### config.mk
export PLATFORM = sky130hd
export DESIGN_NAME = decode_stage
export DESIGN_NICKNAME = d
export VERILOG_FILES = /design/src/rtl/cpu_isa_pkg.sv /design/src/rtl/decode_scoreboard.sv /design/src/rtl/decode_stage.sv
export SDC_FILE = /design/constraint.sdc
export NUM_CORES = 1
export LEC_CHECK = 0
export CAP_MARGIN = 20
export CORE_MARGIN = 10
export CORE_UTILIZATION = 41
export CTS_CLUSTER_SIZE = 12
export DETAILED_ROUTE_END_ITERATION = 10
export GPL_TIMING_DRIVEN = 0
export PLACE_DENSITY = 0.66
export SLEW_MARGIN = 20
export SYNTH_ARGS = -nofsm -noshare
export SYNTH_HDL_FRONTEND = slang
export SYNTH_SLANG_ARGS = --single-unit
### constraint.sdc
create_clock -name clk -period 2.8 [get_ports clk]
set_input_delay 0.42 -clock clk [delete_from_list [all_inputs] [get_ports clk]]
set_output_delay 0.42 -clock clk [all_outputs]
set_load 0.03 [all_outputs]
### src/rtl/cpu_isa_pkg.sv
// Shared ISA definitions for the 10-bit CPU: opcodes, field positions,
// ALU codes, decoded bundle layout and decode-stage states.
package cpu_isa_pkg;

    localparam logic [2:0] OP_ADDI = 3'b100;
    localparam logic [2:0] OP_LI   = 3'b101;
    localparam logic [2:0] OP_HALT = 3'b110;
    localparam logic [2:0] OP_JMP  = 3'b111;

    localparam int OP_HI  = 9;
    localparam int OP_LO  = 7;
    localparam int RD_HI  = 6;
    localparam int RD_LO  = 4;
    localparam int RS_HI  = 3;
    localparam int RS_LO  = 1;
    localparam int F_BIT  = 0;
    localparam int IMM_HI = 3;
    localparam int IMM_LO = 0;
    localparam int TGT_HI = 6;
    localparam int TGT_LO = 0;

    localparam logic [2:0] ALU_ADD = 3'b000;

    typedef enum logic [1:0] {
        ST_RUN    = 2'd0,
        ST_FLUSH  = 2'd1,
        ST_HALTED = 2'd2
    } state_e;

    typedef struct packed {
        logic [2:0] raddr1;
        logic [2:0] raddr2;
        logic [2:0] waddr;
        logic       we;
        logic [2:0] alu_ctrl;
        logic       use_imm;
        logic       a_zero;
        logic [9:0] imm;
    } bundle_t;

    function automatic logic is_reg_reg(input logic [2:0] op);
        return op[2] == 1'b0;
    endfunction

endpackage

### src/rtl/decode_scoreboard.sv
// Per-register pending-write counters and the read-after-write hazard check
// for up to two source registers of the instruction being offered.
module decode_scoreboard
    import cpu_isa_pkg::*;
#(
    parameter int EX_LAT = 1
) (
    input  logic       clk,
    input  logic       reset,
    input  logic       set_en,
    input  logic [2:0] set_addr,
    input  logic       src1_en,
    input  logic [2:0] src1_addr,
    input  logic       src2_en,
    input  logic [2:0] src2_addr,
    input  logic       inflight_we,
    input  logic [2:0] inflight_addr,
    output logic       hazard
);

    localparam logic [1:0] LAT = 2'(EX_LAT);

    logic [7:0] busy;

    genvar gi;
    generate
        for (gi = 0; gi < 8; gi++) begin : g_pend
            logic [1:0] pend_q;
            logic [1:0] pend_d;

            // A fresh write-back restarts the count even if it was still draining.
            always_comb begin
                pend_d = pend_q;
                if (set_en && (set_addr == 3'(gi))) begin
                    pend_d = LAT;
                end else if (pend_q != 2'd0) begin
                    pend_d = pend_q - 2'd1;
                end
            end

            always_ff @(posedge clk) begin
                if (reset) begin
                    pend_q <= 2'd0;
                end else begin
                    pend_q <= pend_d;
                end
            end

            assign busy[gi] = (pend_q != 2'd0) ||
                              (inflight_we && (inflight_addr == 3'(gi)));
        end
    endgenerate

    assign hazard = (src1_en && busy[src1_addr]) || (src2_en && busy[src2_addr]);

endmodule

### src/rtl/decode_stage.sv
// Decode stage: turns one instruction per handshake into a registered
// register-file/ALU bundle, interlocks RAW hazards, redirects on JMP, stops on HALT.
module decode_stage
    import cpu_isa_pkg::*;
#(
    parameter int EX_LAT    = 1,
    parameter int FLUSH_CYC = 1
) (
    input  logic       clk,
    input  logic       reset,
    input  logic       in_valid,
    output logic       in_ready,
    input  logic [9:0] in_instr,
    output logic       out_valid,
    input  logic       out_ready,
    output logic [2:0] out_raddr1,
    output logic [2:0] out_raddr2,
    output logic [2:0] out_waddr,
    output logic       out_we,
    output logic [2:0] out_alu_ctrl,
    output logic       out_use_imm,
    output logic       out_a_zero,
    output logic [9:0] out_imm,
    output logic       branch,
    output logic [9:0] branch_addr,
    output logic       halted
);

    localparam logic [1:0] FLUSH_LAST = 2'(FLUSH_CYC - 1);

    state_e     state_q, state_d;
    logic [1:0] flush_cnt_q, flush_cnt_d;
    logic       out_valid_q, out_valid_d;
    bundle_t    bundle_q, bundle_d;
    logic       branch_q, branch_d;
    logic [9:0] branch_addr_q, branch_addr_d;

    logic [2:0] op, rd, rs;
    logic       f;
    logic [3:0] imm4;
    logic [6:0] tgt;
    bundle_t    dec;
    logic       hazard;
    logic       accept;

    assign op   = in_instr[OP_HI:OP_LO];
    assign rd   = in_instr[RD_HI:RD_LO];
    assign rs   = in_instr[RS_HI:RS_LO];
    assign f    = in_instr[F_BIT];
    assign imm4 = in_instr[IMM_HI:IMM_LO];
    assign tgt  = in_instr[TGT_HI:TGT_LO];

    always_comb begin
        dec = '0;
        if (is_reg_reg(op)) begin
            dec.raddr1   = rd;
            dec.raddr2   = rs;
            dec.waddr    = rd;
            dec.we       = 1'b1;
            dec.alu_ctrl = {op[1:0], f};
        end else if (op == OP_ADDI) begin
            dec.raddr1   = rd;
            dec.waddr    = rd;
            dec.we       = 1'b1;
            dec.alu_ctrl = ALU_ADD;
            dec.use_imm  = 1'b1;
            dec.imm      = {{6{imm4[3]}}, imm4};
        end else if (op == OP_LI) begin
            dec.waddr    = rd;
            dec.we       = 1'b1;
            dec.alu_ctrl = ALU_ADD;
            dec.use_imm  = 1'b1;
            dec.a_zero   = 1'b1;
            dec.imm      = {6'b000000, imm4};
        end
    end

    // The bundle sitting in the output register counts as in flight even in
    // the cycle it is being accepted, so a dependent cannot issue under it.
    decode_scoreboard #(
        .EX_LAT(EX_LAT)
    ) u_scoreboard (
        .clk           (clk),
        .reset         (reset),
        .set_en        (out_valid_q && out_ready && bundle_q.we),
        .set_addr      (bundle_q.waddr),
        .src1_en       (is_reg_reg(op) || (op == OP_ADDI)),
        .src1_addr     (rd),
        .src2_en       (is_reg_reg(op)),
        .src2_addr     (rs),
        .inflight_we   (out_valid_q && bundle_q.we),
        .inflight_addr (bundle_q.waddr),
        .hazard        (hazard)
    );

    always_comb begin
        in_ready = 1'b0;
        if (!reset) begin
            case (state_q)
                ST_RUN:   in_ready = (!out_valid_q || out_ready) && !hazard;
                ST_FLUSH: in_ready = 1'b1;
                default:  in_ready = 1'b0;
            endcase
        end
    end

    assign accept = in_valid && in_ready;

    always_comb begin
        state_d       = state_q;
        flush_cnt_d   = flush_cnt_q;
        out_valid_d   = out_valid_q && !out_ready;
        bundle_d      = bundle_q;
        branch_d      = 1'b0;
        branch_addr_d = branch_addr_q;
        case (state_q)
            ST_RUN: begin
                if (accept) begin
                    if (op == OP_JMP) begin
                        branch_d      = 1'b1;
                        branch_addr_d = {3'b000, tgt};
                        state_d       = ST_FLUSH;
                        flush_cnt_d   = FLUSH_LAST;
                    end else if (op == OP_HALT) begin
                        state_d = ST_HALTED;
                    end else begin
                        out_valid_d = 1'b1;
                        bundle_d    = dec;
                    end
                end
            end
            ST_FLUSH: begin
                if (flush_cnt_q == 2'd0) begin
                    state_d = ST_RUN;
                end else begin
                    flush_cnt_d = flush_cnt_q - 2'd1;
                end
            end
            default: begin
            end
        endcase
    end

    always_ff @(posedge clk) begin
        if (reset) begin
            state_q       <= ST_RUN;
            flush_cnt_q   <= 2'd0;
            out_valid_q   <= 1'b0;
            bundle_q      <= '0;
            branch_q      <= 1'b0;
            branch_addr_q <= 10'd0;
        end else begin
            state_q       <= state_d;
            flush_cnt_q   <= flush_cnt_d;
            out_valid_q   <= out_valid_d;
            bundle_q      <= bundle_d;
            branch_q      <= branch_d;
            branch_addr_q <= branch_addr_d;
        end
    end

    assign out_valid    = out_valid_q;
    assign out_raddr1   = bundle_q.raddr1;
    assign out_raddr2   = bundle_q.raddr2;
    assign out_waddr    = bundle_q.waddr;
    assign out_we       = bundle_q.we;
    assign out_alu_ctrl = bundle_q.alu_ctrl;
    assign out_use_imm  = bundle_q.use_imm;
    assign out_a_zero   = bundle_q.a_zero;
    assign out_imm      = bundle_q.imm;
    assign branch       = branch_q;
    assign branch_addr  = branch_addr_q;
    assign halted       = (state_q == ST_HALTED);

endmodule

# Word-level counts from Yosys, hierarchy flattened
# Cells that the tools add are included.
# Widths: inputs -> output; s select.
[totals] regBits=54 out_inout_bits=39
[op_classes] n_bitwise=5 muxes=45 eq_ne=18 add_sub_neg=9 n_reduce_logical=71 magnitude_cmp=2
[op_table] operator="$reduce_bool 2->1" count=17
[op_table] operator="$mux 1" count=25
[op_table] operator="$eq 3x3->1 const B" count=8
[op_table] operator="$logic_and 1x1->1" count=24
[op_table] operator="$mux 19" count=1
[op_table] operator="$sub 2x1->2 const B" count=9
[op_table] operator="$reduce_or 2->1" count=8
[op_table] operator="$mux 2" count=7
[op_table] operator="$mux 12" count=1
[op_table] operator="$reduce_and 4->1" count=3
[op_table] operator="$logic_or 1x1->1" count=11
[op_table] operator="$mux 10" count=1
[op_table] operator="$mux 3" count=3
[op_table] operator="$lt 3x4->1 const B" count=2
[op_table] operator="$mux 8" count=1
[op_table] operator="$ne 2x2->1 const B" count=4
[op_table] operator="$pmux 2 s2" count=2
[op_table] operator="$mux 7" count=1
[op_table] operator="$bmux 1 s3" count=2
[op_table] operator="$eq 3x2->1 const B" count=2
[op_table] operator="$not 1->1" count=5
[op_table] operator="$logic_not 2->1" count=2
[op_table] operator="$eq 3x1->1 const B" count=1
[op_table] operator="$logic_not 1->1" count=3
[op_table] operator="7 further kinds" count=7

# Logic depth before layout (Yosys ltp)
# Gate-level depths: netlist of the first run.
[logic_depth] depth_word=14 depth_mapped=9

# Cells and area by module
# From an unflattened synthesis of the first run, not the netlist that was laid out.
[unflattened] cells_unflattened=287 hier_area_um2=2444.8
[modules_own_cells] module="decode_stage" cells_each=155 seq_area_each_um2=660.6 n_inst=1 area_per_inst_um2=1385.1
[modules_own_cells] module="decode_scoreboard" cells_each=132 seq_area_each_um2=320.3 n_inst=1 area_per_inst_um2=1059.8

# Worst setup path before layout of the first run
# OpenSTA, ideal clock, no wires.
[synth_timing] path_kind="register to output" from="register bundle_q (netlist bit out_waddr[2])" to="output port in_ready" arrival_time_ns=2.123 required_time_ns=2.380 path_slack_ns=0.257 path_stages_with_launch=7 path_cell_list="dfxtp_1 nand3b_4 o31ai_1 mux2_2 a2111oi_4 nand3_1 a21oi_1"
[synth_between] elab_chain_cells=11 word_cells_on_any_way=35 cone_classes="eq/ne: 7; mux: 6; reduce/logical: 22"
[synth_rtl] element="start, declared" line="decode_stage.sv:34" rtl="bundle_t bundle_q, bundle_d;"
[synth_rtl] element="start signal, assigned" line="decode_stage.sv:156" rtl="bundle_q <= bundle_d;"
[synth_rtl] element="$eq 3x1->1 (tied with other cells)" line="decode_scoreboard.sv:50" rtl="(inflight_we && (inflight_addr == 3'(gi)));"
[synth_rtl] element="$logic_and 1x1->1" line="decode_scoreboard.sv:50"
[synth_rtl] element="$logic_or 1x1->1" line="decode_scoreboard.sv:49" rtl="assign busy[gi] = (pend_q != 2'd0) ||"
[synth_rtl] element="$bmux 1 s3" line="decode_scoreboard.sv:54" rtl="assign hazard = (src1_en && busy[src1_addr]) || (src2_en && busy[src2_addr]);"
[synth_rtl] element="$mux 1 (not written as such)" line="decode_scoreboard.sv:54"
[synth_rtl] element="$logic_and 1x1->1" line="decode_scoreboard.sv:54"
[synth_rtl] element="$logic_or 1x1->1 *" line="decode_scoreboard.sv:54"
[synth_rtl] element="$logic_not 1->1 *" line="decode_stage.sv:100" rtl="ST_RUN: in_ready = (!out_valid_q || out_ready) && !hazard;"
[synth_rtl] element="$logic_and 1x1->1 *" line="decode_stage.sv:100"
[synth_rtl] element="$pmux 1 s2 *" line="decode_stage.sv:99" rtl="case (state_q)"
[synth_rtl] element="$mux 1 *" line="decode_stage.sv:98" rtl="if (!reset) begin"
[synth_rtl] element="end, declared" line="decode_stage.sv:12" rtl="output logic in_ready,"
# Mark *: on every way between the ends. The rest lies on a longest branch, timed or not. The select of a mux whose other input is x is not followed.

# Worst setup path after layout of the first run
[layout_timing] from="input port in_instr[5]" to="output port in_ready"
[layout_between] elab_chain_cells=8
[layout_rtl] element="start, declared" line="decode_stage.sv:13" rtl="input logic [9:0] in_instr,"
[layout_rtl] element="$bmux 1 s3" line="decode_scoreboard.sv:54"
[layout_rtl] element="$mux 1 (not written as such)" line="decode_scoreboard.sv:54"
[layout_rtl] element="$logic_and 1x1->1" line="decode_scoreboard.sv:54"
[layout_rtl] element="$logic_or 1x1->1" line="decode_scoreboard.sv:54"
[layout_rtl] element="$logic_not 1->1" line="decode_stage.sv:100"
[layout_rtl] element="$logic_and 1x1->1" line="decode_stage.sv:100"
[layout_rtl] element="$pmux 1 s2" line="decode_stage.sv:99"
[layout_rtl] element="$mux 1" line="decode_stage.sv:98"
# Every way passes these cells. The select of a mux whose other input is x is not followed.

==> results of run 1 <==
[what timing repair did]
action | in CTS | in global routing
buffers inserted | 0 | 2
pin swaps | 0 | 2
setup endpoints to repair | 1 | 1
gates cloned | 0 | 0
endpoints found under the hold margin | 0 | 0
resized for setup | 7 | 2
[synthesized netlist by cell type, drive strengths merged]
library cell,n
a2111oi,1
a211oi,6
a21oi,26
a311oi,3
a31oi,1
a41oi,1
and2,1
and3,1
buf,15
clkbuf,6
conb,1
dfxtp,49
ha,9
inv,26
mux2,6
mux2i,20
nand2,18
nand2b,18
nand3,6
nand3b,1
nand4,1
nor2,30
nor2b,10
nor3,7
nor4,2
nor4b,1
o2111a,4
o211a,1
o211ai,5
o21ai,5
o31ai,1
o41a,1
o41ai,2
xnor2,7
xor2,2
[stage by stage]
stage | total power, µW | util [%] | TNS, ns | cell area, µm² | cells
2_1_floorplan | 1500 | - | 0 | 2630 | 296
3_3_place_gp | 1670 | 50.8 | -0.461 | 3190 | 420
3_5_place_dp | 1700 | 50.8 | -0.475 | 3190 | 420
4_1_cts | 2110 | 52.1 | 0 | 3270 | 428
5_1_grt | 2260 | 52.4 | 0 | 3290 | 430
6_report | 2090 | 52.4 | 0 | 3290 | 430
[cells by family (layout without fill, tap and decap cells)]
group | count (synthesis) | count (layout) | share of synthesized area, %
compound gates | 57 | 57 | 16.2
flops | 49 | 49 | 37.5
simple gates | 96 | 96 | 19.1
other cells | 1 | 3 | 0.143
fa+ha+maj | 9 | 9 | 4.30
buf+inv | 47 | 104 | 8.84
mux | 26 | 26 | 10.9
xor+xnor | 9 | 9 | 3.01
[metal layers]
layer | GRT usage (%) | up-vias | wire length (µm)
li1 | - | 1110 | -
met1 | 15.2 | 1019 | 2820
met2 | 22.3 | 42 | 3120
met3 | 3.64 | 8 | 380
met4 | 4.74 | 0 | 80
met5 | 0 | - | 0
[path summary, 6_finish.rpt]
kind,start,end,slack [ns]
worst max-delay path,in_instr[5],in_ready,0.13
worst min-delay path,in_instr[1],out_raddr2[0],0.46
worst max register to register,out_waddr[0],out_waddr[1],0.46
worst min register to register,out_imm[0],out_imm[0],0.48
[placed cells by master (no fill, tap or decap), types with 3 or more instances in the layout]
| cell | count |
|---|---|
| a311oi_1 | 3 |
| nand2_1 | 18 |
| ha_1 | 9 |
| clkdlybuf4s50_1 | 46 |
| o21ai_1 | 3 |
| clkbuf_8 | 5 |
| xnor2_1 | 7 |
| o2111a_1 | 4 |
| a21oi_1 | 26 |
| o211ai_1 | 5 |
| clkbuf_1 | 6 |
| mux2i_1 | 20 |
| mux2_4 | 5 |
| a211oi_1 | 6 |
| conb_1 | 3 |
| buf_4 | 16 |
| nor2_1 | 30 |
| dfxtp_1 | 49 |
| nor3_1 | 7 |
| inv_1 | 25 |
| nand2b_1 | 18 |
| nor2b_1 | 9 |
| nand3_1 | 5 |
[sequential cells by signal (all words and copies together), names as in the netlist]
signal and count:
u_scoreboard.g_pend.pend_q 16, branch_addr 7, out_imm 5, out_alu_ctrl 3
out_raddr1 3, out_raddr2 3, out_waddr 3, flush_cnt_q 2
state_q 2, branch 1, out_a_zero 1, out_use_imm 1
out_valid 1, out_we 1
[final cells by class]
type	instances	area [µm²]	share of cell area, %
Sequential cell	49	981	29.8
Buffer	21	138	4.18
Timing Repair Buffer	49	483	14.7
Tap cell	77	96.3	2.93
Clock inverter	2	10.0	0.304
Clock buffer	6	72.6	2.21
Inverter	26	97.6	2.97
Multi-Input combinational cell	200	1410	42.9
[worst max-delay path: stages]
cell	delay (ns)
clkdlybuf4s50_1	0.48
buf_4	0.18
o211ai_1	0.11
o2111a_1	0.20
o41ai_4	0.39
nand3_1	0.12
a21oi_1	0.16
buf_4	0.18
[report_power, final]
group	switching, µW	internal, µW
combinational	454	379
sequential	61.0	795
clock	231	174
==> impl_metrics.py, run 1 <==
metrics = {
    "status": {
        "outcome": "completed",
    },
    "final_layout": {
        "num_antenna_cells": 0,
        "nFillCells": 617,
        "syn_to_final_growth_pct": 25.7,
        "drive_gt1_share_pct": 11.6,
        "nets": 375,
    },
    "placed_design": {
        "port_buffers": 47,
        "place_hpwl_um": 4910,
        "gp_congestion": 0.826,
        "pre_cts_ws_ns": -0.475,
    },
    "detailed_routing": {
        "vias": 2179,
        "drt_iter0_markers": 132,
        "wl_per_cell_um": 14.9,
        "post-route-drc-count": 0,
        "drt-pass1-iter-count": 4,
        "ant_nets": 0,
        "routed_wl_um": 6390,
        "via_per_inst": 5.07,
    },
    "global_routing": {
        "grt_use_total_pct": 13.1,
        "grt_overflow": 0,
        "grt_pass1_vias": 2179,
        "grt_max_degree": 15,
        "grt_pass1_wl_um": 10700,
        "antenna_found_initial": 0,
    },
    "sta": {
        "maxSlewHeadroom_pct": 55.6,
        "setup_viol": 0,
        "worst_slew_pin_slew_ns": 0.664,
        "fin_hold_ws_ns": 0.463,
        "finalMaxSlewViolations": 0,
        "final_hold_viol_count": 0,
        "fin_skew_ns": 0.00970,
        "min_period_ns": 2.67,
        "min_period_over_period_pct": 95.5,
        "fmax_mhz": 374,
        "rsz0062_at_grt": "false",
        "fin_ws_ns": 0.127,
    },
    "critical_path": {
        "ff2ff_path_depth": 9,
        "cp.required_ns": 2.38,
        "path_class": "in2out",
        "critPathArrivalTime_ns": 2.25,
        "cp_max_fo": 10,
        "cp-end-kind": "output pin",
        "worstSetupStartpointType": "input pin",
    },
    "synthesis": {
        "avgSynthCellArea_um2": 8.90,
        "synth_area_leader_cell": "dfxtp_1",
        "ys_seq_area_share_pct": 37.5,
        "yosys.area.top_type_share_pct": 37.5,
        "synthesis.area_um2": 2620,
        "yosysWarnings": 0,
        "synth_area_leaders": "dfxtp_1 (37%), mux2i_1 (7.6%), a21oi_1 (5.0%)",
        "synthCells": 294,
        "synth_cell_types": 44,
        "ys_ff_latch": 49,
    },
    "power_and_ir_drop": {
        "vdd_drop_max_uv": 318,
        "power.leakage_uw": 0.00141,
        "power.density_nw_per_um2": 636,
    },
    "clock_tree": {
        "htreeDepth": 2,
        "cts_sinks": 49,
        "path_clk_slew_ns": 0.09,
        "cts_made_buffers": 5,
        "clock_path_buffers": 2,
        "root_buffer": "clkbuf_8",
        "cts_tree": "built",
        "hold_buffers": 0,
        "clock_latency_ns": 0.30,
    },
    "floorplan": {
        "start_util_pct": 41.7,
        "core-area_um2": 6280,
        "rows": 29,
        "fp.dieH_um": 99.9,
        "die_area_um2": 9980,
        "die_x_um": 99.9,
        "io_pins": 53,
    },
    "worst_hold_path": {
        "min_path_cells": 3,
        "hold_path_class": "in2reg",
    },
    "job": {
        "maxCapViolCount": 0,
    },
}
Power figures use the tool's default switching activity.
==> run 2, diff against run 1 <==
Settings changed: CORE_MARGIN 10 to 2, PLACE_DENSITY 0.66 to 0.67, SYNTH_HIERARCHICAL from default to 1.
==> run 2 against run 1 <==
The run now ends with negative setup slack left. Die area is 34% lower. Non-clock buffer count rose by 22. Fmax is 12% lower. Design area is 9.2% higher. Largest cell class unchanged. Highest routed layer unchanged.
==> impl_metrics.py, run 2 <==
metrics = {
    "status": {
        "outcome": "finished, violations left",
        "violations": "negative setup slack",
    },
    "synthesis": {
        "synth_top_family_by_area": "simple AND/OR/NAND/NOR gates",
        "ys_ff_latch": 49,
        "synthCells": 287,
        "synth-simple-area-share_pct": 24.5,
        "synth_area_leader_cell": "dfxtp_1",
        "ys_seq_area_share_pct": 40.1,
        "yosys-top-cells-count": "dfxtp_1 (49), nor2_1 (34), a21oi_1 (29)",
        "synthesis.area_um2": 2440,
        "yosysMostFrequentCell": "dfxtp_1",
        "synth_cell_types": 50,
        "synthArstFlopShare_pct": 0,
        "synth_area_leaders": "dfxtp_1 (40%), a21oi_1 (5.9%), nor2_1 (5.2%)",
        "yosys.area.top_type_share_pct": 40.1,
        "synth-compound-area-share_pct": 14.0,
        "yosys.area_share.xor_xnor_pct": 3.58,
        "avgSynthCellArea_um2": 8.52,
        "synth_mux_area_share_pct": 4.61,
        "synth_flop_cell": "dfxtp_1",
        "synthAdderAreaFrac_pct": 4.61,
        "synth_edf_count": 0,
        "yosysWarnings": 6,
    },
    "placed_design": {
        "port_buffers": 49,
        "dp_cells": 413,
        "gp_congestion": 0.790,
        "place_hpwl_um": 4230,
    },
    "detailed_routing": {
        "ant_nets": 0,
        "wl_per_cell_um": 15.1,
        "via_per_inst": 5.31,
        "post-route-drc-count": 0,
        "vias": 2362,
        "routed_wl_um": 6730,
        "drt_iter0_markers": 166,
        "drt-pass1-iter-count": 5,
    },
    "power_and_ir_drop": {
        "power.density_nw_per_um2": 645,
        "vdd_drop_max_uv": 385,
        "p_int_uw": 1490,
        "p_comb_share_pct": 42.9,
        "swShare_pct": 35.9,
        "power.leakage_uw": 0.00134,
        "p_clk_share_pct": 19.9,
        "p_switching_uw": 833,
        "seq_power_share_pct": 37.2,
    },
    "sta": {
        "final_hold_viol_count": 0,
        "finalMaxSlewViolations": 0,
        "setup_viol": 30,
        "min_period_over_period_pct": 109,
        "fin_ws_ns": -0.240,
        "fin_skew_ns": 0.0146,
        "rsz0062_at_grt": "true",
        "maxSlewHeadroom_pct": 36.4,
        "worst_slew_pin_slew_ns": 0.952,
        "min_period_ns": 3.04,
        "fin_hold_ws_ns": 0.461,
        "fmax_mhz": 329,
    },
    "global_routing": {
        "antenna_found_initial": 0,
        "grt_use_total_pct": 20.3,
        "grt_overflow": 0,
        "grt_pass1_vias": 2098,
        "grt_max_degree": 19,
        "grt_pass1_wl_um": 10300,
    },
    "clock_tree": {
        "cts_sinks": 49,
        "clock_latency_ns": 0.32,
        "htreeDepth": 2,
        "cts_tree": "built",
        "root_buffer": "clkbuf_8",
        "clock_path_buffers": 2,
        "hold_buffers": 0,
        "cts_made_buffers": 5,
        "path_clk_slew_ns": 0.10,
    },
    "floorplan": {
        "core-area_um2": 5850,
        "die_x_um": 81.2,
        "fp.dieH_um": 81.2,
        "rows": 28,
        "start_util_pct": 41.8,
        "io_pins": 53,
        "die_area_um2": 6600,
    },
    "final_layout": {
        "final_common_cell": "dfxtp_1",
        "syn_to_final_growth_pct": 47.0,
        "fin_util_pct": 61.4,
        "nets": 392,
        "largest_reg_flops": 16,
        "stdcell_count": 445,
        "num_antenna_cells": 0,
        "layout_common_cells": "dfxtp_1 (42), clkdlybuf4s50_1 (41), nor2_1 (34)",
        "drive_gt1_share_pct": 28.6,
        "top_register": "u_scoreboard/g_pend.pend_q",
    },
    "critical_path": {
        "worstSetupStartpointType": "input pin",
        "cp_max_fo": 4,
        "cp_top_family": "simple AND/OR/NAND/NOR gates",
        "path_cells": "clkdlybuf4s15_2, clkbuf_8, xnor2_1, a211oi_2, a31oi_1, a32o_1, or4_4, o21bai_4, nor3b_4, buf_6",
        "path_class": "in2out",
        "critPathArrivalTime_ns": 2.62,
        "cpMaxStageDelayCell": "or4_4",
        "cp-end-kind": "output pin",
        "critical_path_buf_inv_count": 3,
        "cp.required_ns": 2.38,
        "slowest_delay_ns": 0.59,
    },
    "worst_hold_path": {
        "hold_path_class": "reg2reg",
    },
    "job": {
        "maxCapViolCount": 0,
    },
}
## run 2: changes by cell type after synthesis, sizes merged, moves of 5 or more
cell	change
nor3b	+5
o211ai	-5
a22oi	+5
nand2	+5
mux2i	-11
nand2b	-16
inv	-5
nand4b	+6
nand3	+6
## run 2: area by class of cell
class,instances,area (µm²)
Clock buffer,5,68.8
Multi-Input combinational cell,200,1490
Tap cell,75,93.8
Timing Repair Buffer,74,711
Buffer,18,130
Sequential cell,49,997
Inverter,21,78.8
Clock inverter,3,28.8
Fill cell,499,2260
## run 2: kinds of logic (layout without fill, tap and decap cells)
family,Yosys count,count (layout)
xor gates and xnor gates,10,10
AOI/OAI and AO/OA,55,55
DFF,49,49
and+or+nand+nor,112,112
adders and majority gates,9,9
other,1,3
muxes,11,11
buffers and inverters,40,121
## run 2: worst paths after layout
| kind | from | endpoint | slack (ns) | cells past startpoint |
|---|---|---|---|---|
| max reg2reg | out_valid | out_imm[2] | -0.19 | 11 |
| min | out_raddr1[1] | out_raddr1[1] | 0.46 | 2 |
| max | in_instr[4] | in_ready | -0.24 | 10 |
| min reg2reg | out_raddr1[1] | out_raddr1[1] | 0.46 | 2 |
## run 2: timing repair
item	in CTS	in global routing
cloned	1	2
pin swaps	9	19
endpoints found under the hold margin	0	0
endpoints found under the setup margin	30	27
setup buffers	20	3
resized for setup	43	43
## run 2: tightest hold or removal path: cells and delay by family, from the launching register on
kind	cells	cell delay [ns]
and+or+nand+nor	1	0.05
AOI/OAI and AO/OA	1	0.05
DFF	1	0.33
## run 2: power groups by stage
stage               clock network (µW)  registers (µW)  logic, µW
floorplan                            0             896        524
global placement                     0             870        711
detailed placement                   0             873        732
CTS                                474             860        900
global route                       497             879       1090
finish                             460             864        995
## run 2: routing by layer
metal	part of all wire, %	wire length, µm	up-vias	track usage, %
li1	-	-	1151	-
met1	46	3060	1111	27.2
met2	47	3170	88	33.2
met3	5.1	342	12	3.67
met4	2.3	152	0	6.44
met5	0	0	-	0
## run 2: stage by stage
stage               area [µm²]  setup slack (ns)  power [µW]  setup TNS, ns
floorplan                 2470            0.0209        1420              0
global placement          3050             -1.07        1580         -19.51
detailed placement        3050             -1.05        1610         -20.03
CTS                       3430            -0.175        2230          -1.82
global route              3590            -0.286        2470          -4.76
finish                    3590            -0.240        2320          -3.60
==> run 3, diff against run 2 <==
Clock period 2.8 ns to 3.3 ns, I/O delays scaled along.
==> run 3 against run 2 <==
The flow now finishes without violations. Routed wire length shrank 12%. Sequential cell count is the same. First-iteration DRC count shrank 17%. Utilization shrank 6.9 points. Clock-buffer cell count is the same. Non-clock buffer count shrank 23. Critical endpoint unchanged.
==> impl_metrics.py, run 3 (synthesized netlist as in run 2, its figures left out) <==
metrics = {
    "sta": {
        "fin_skew_ns": 0.0134,
        "fmax_mhz": 312,
        "min_period_ns": 3.21,
        "rsz0062_at_grt": "false",
        "setup_viol": 0,
        "min_period_over_period_pct": 97.2,
        "worst_slew_pin_slew_ns": 0.757,
        "maxSlewHeadroom_pct": 49.4,
        "final_hold_viol_count": 0,
        "fin_ws_ns": 0.0929,
        "setup_tns_ns": 0,
        "finalMaxSlewViolations": 0,
    },
    "detailed_routing": {
        "drt-pass1-iter-count": 4,
        "routed_wl_um": 5920,
        "via_per_inst": 5.13,
        "drt_iter0_markers": 137,
        "post-route-drc-count": 0,
        "vias": 2165,
        "ant_nets": 0,
        "wl_per_cell_um": 14.0,
    },
    "global_routing": {
        "grt_pass1_wl_um": 9450,
        "grt_pass1_vias": 1918,
        "grt_max_degree": 18,
        "grt_use_total_pct": 18.4,
        "antenna_found_initial": 0,
        "grt_overflow": 0,
    },
    "final_layout": {
        "syn_to_final_growth_pct": 30.4,
        "top_register": "u_scoreboard/g_pend.pend_q",
        "drive_gt1_share_pct": 11.8,
        "largest_reg_flops": 16,
        "num_antenna_cells": 0,
        "nFillCells": 555,
        "final_common_cell": "dfxtp_1",
        "layout_common_cells": "dfxtp_1 (47), clkdlybuf4s50_1 (44), nor2_1 (34)",
        "fin_util_pct": 54.5,
        "nets": 369,
    },
    "critical_path": {
        "critPathArrivalTime_ns": 2.71,
        "slowest_delay_ns": 0.59,
        "critical_path_buf_inv_count": 2,
        "path_cells": "clkdlybuf4s50_1, a211oi_1, a31oi_1, a32o_1, or4_4, o21bai_4, nor3b_2, buf_4",
        "cp-end-kind": "output pin",
        "cpMaxStageDelayCell": "clkdlybuf4s50_1",
        "cp_top_family": "buffers and inverters",
        "worstSetupStartpointType": "input pin",
        "path_class": "in2out",
        "crit_start": "in_instr[5]",
        "cp.required_ns": 2.80,
        "cp_max_fo": 8,
        "r2r_start": "out_valid",
    },
    "power_and_ir_drop": {
        "power.leakage_uw": 0.00118,
        "vdd_drop_max_uv": 337,
        "power.density_nw_per_um2": 567,
    },
    "floorplan": {
        "die_area_um2": 6600,
        "die_x_um": 81.2,
        "core-area_um2": 5850,
        "rows": 28,
        "fp.dieH_um": 81.2,
        "io_pins": 53,
        "start_util_pct": 41.8,
    },
    "clock_tree": {
        "cts_tree": "built",
        "path_clk_slew_ns": 0.10,
        "root_buffer": "clkbuf_8",
        "hold_buffers": 0,
        "htreeDepth": 2,
        "cts_made_buffers": 5,
        "cts_sinks": 49,
        "clock_latency_ns": 0.31,
        "clock_path_buffers": 2,
    },
    "placed_design": {
        "gp_congestion": 0.786,
        "place_hpwl_um": 4290,
        "pre_cts_ws_ns": -0.999,
        "port_buffers": 49,
    },
    "job": {
        "maxCapViolCount": 0,
    },
    "worst_hold_path": {
        "hold_path_class": "reg2reg",
        "hp-start": "out_raddr2[2]",
    },
    "status": {
        "outcome": "completed",
    },
}
## run 3: cell count changes in the layout (fill, tap and decap cells not counted), moves of 5 or more
cell / previous run / this run
buf_4: 28 / 11
buf_6: 6 / 1
dfxtp_1: 42 / 47
nand2_1: 12 / 23
nand2_2: 7 / 0
## run 3: cell type report
type | instances | area, µm² | share of cell area, %
Inverter | 21 | 78.8 | 2.47
Tap cell | 75 | 93.8 | 2.94
Timing Repair Buffer | 50 | 493 | 15.5
Buffer | 19 | 135 | 4.24
Clock buffer | 5 | 68.8 | 2.16
Multi-Input combinational cell | 200 | 1290 | 40.4
Clock inverter | 3 | 47.5 | 1.49
Sequential cell | 49 | 983 | 30.8
## run 3: worst min-delay path, stage by stage (launching register included)
cell and delay (ns):
dfxtp_1 0.32, nand2_1 0.05, a21oi_1 0.05
## run 3: repair_timing
item                                    in CTS  in global routing
setup buffers                                1                  0
pin swaps                                    3                  1
gates resized for setup                     19                  1
gates cloned                                 0                  0
hold endpoints to repair                     0                  0
endpoints found under the setup margin      28                  1
## run 3: layer usage
metal | track usage, % | up-vias | wire length (µm)
li1 | - | 1101 | -
met1 | 24.9 | 1003 | 2770
met2 | 30.0 | 56 | 2780
met3 | 3.67 | 5 | 329
met4 | 4.75 | 0 | 44
met5 | 0 | - | 0
## run 3: report_power, final
| group | switching, µW | internal (µW) |
|---|---|---|
| Sequential | 53.1 | 673 |
| Combinational | 344 | 294 |
| Clock | 213 | 231 |
| Total | 610 | 1200 |
## run 3: path summary, 6_finish.rpt
| check | to | slack [ns] | cells past startpoint |
|---|---|---|---|
| worst min register to register | out_raddr2[2] | 0.45 | 2 |
| worst min-delay path | out_raddr2[2] | 0.45 | 2 |
| worst max-delay path | in_ready | 0.09 | 8 |
| worst max register to register | out_raddr1[1] | 0.26 | 9 |
## run 3: per-stage QoR
| step | hold slack, ns | power, µW | instance area, µm² | instances |
|---|---|---|---|---|
| floorplan | 0.492 | 1200 | 2460 | 289 |
| global placement | 0.438 | 1340 | 3040 | 413 |
| detailed placement | 0.442 | 1360 | 3040 | 413 |
| CTS | 0.457 | 1810 | 3180 | 422 |
| global route | 0.471 | 1930 | 3190 | 422 |
| finish | 0.454 | 1810 | 3190 | 422 |
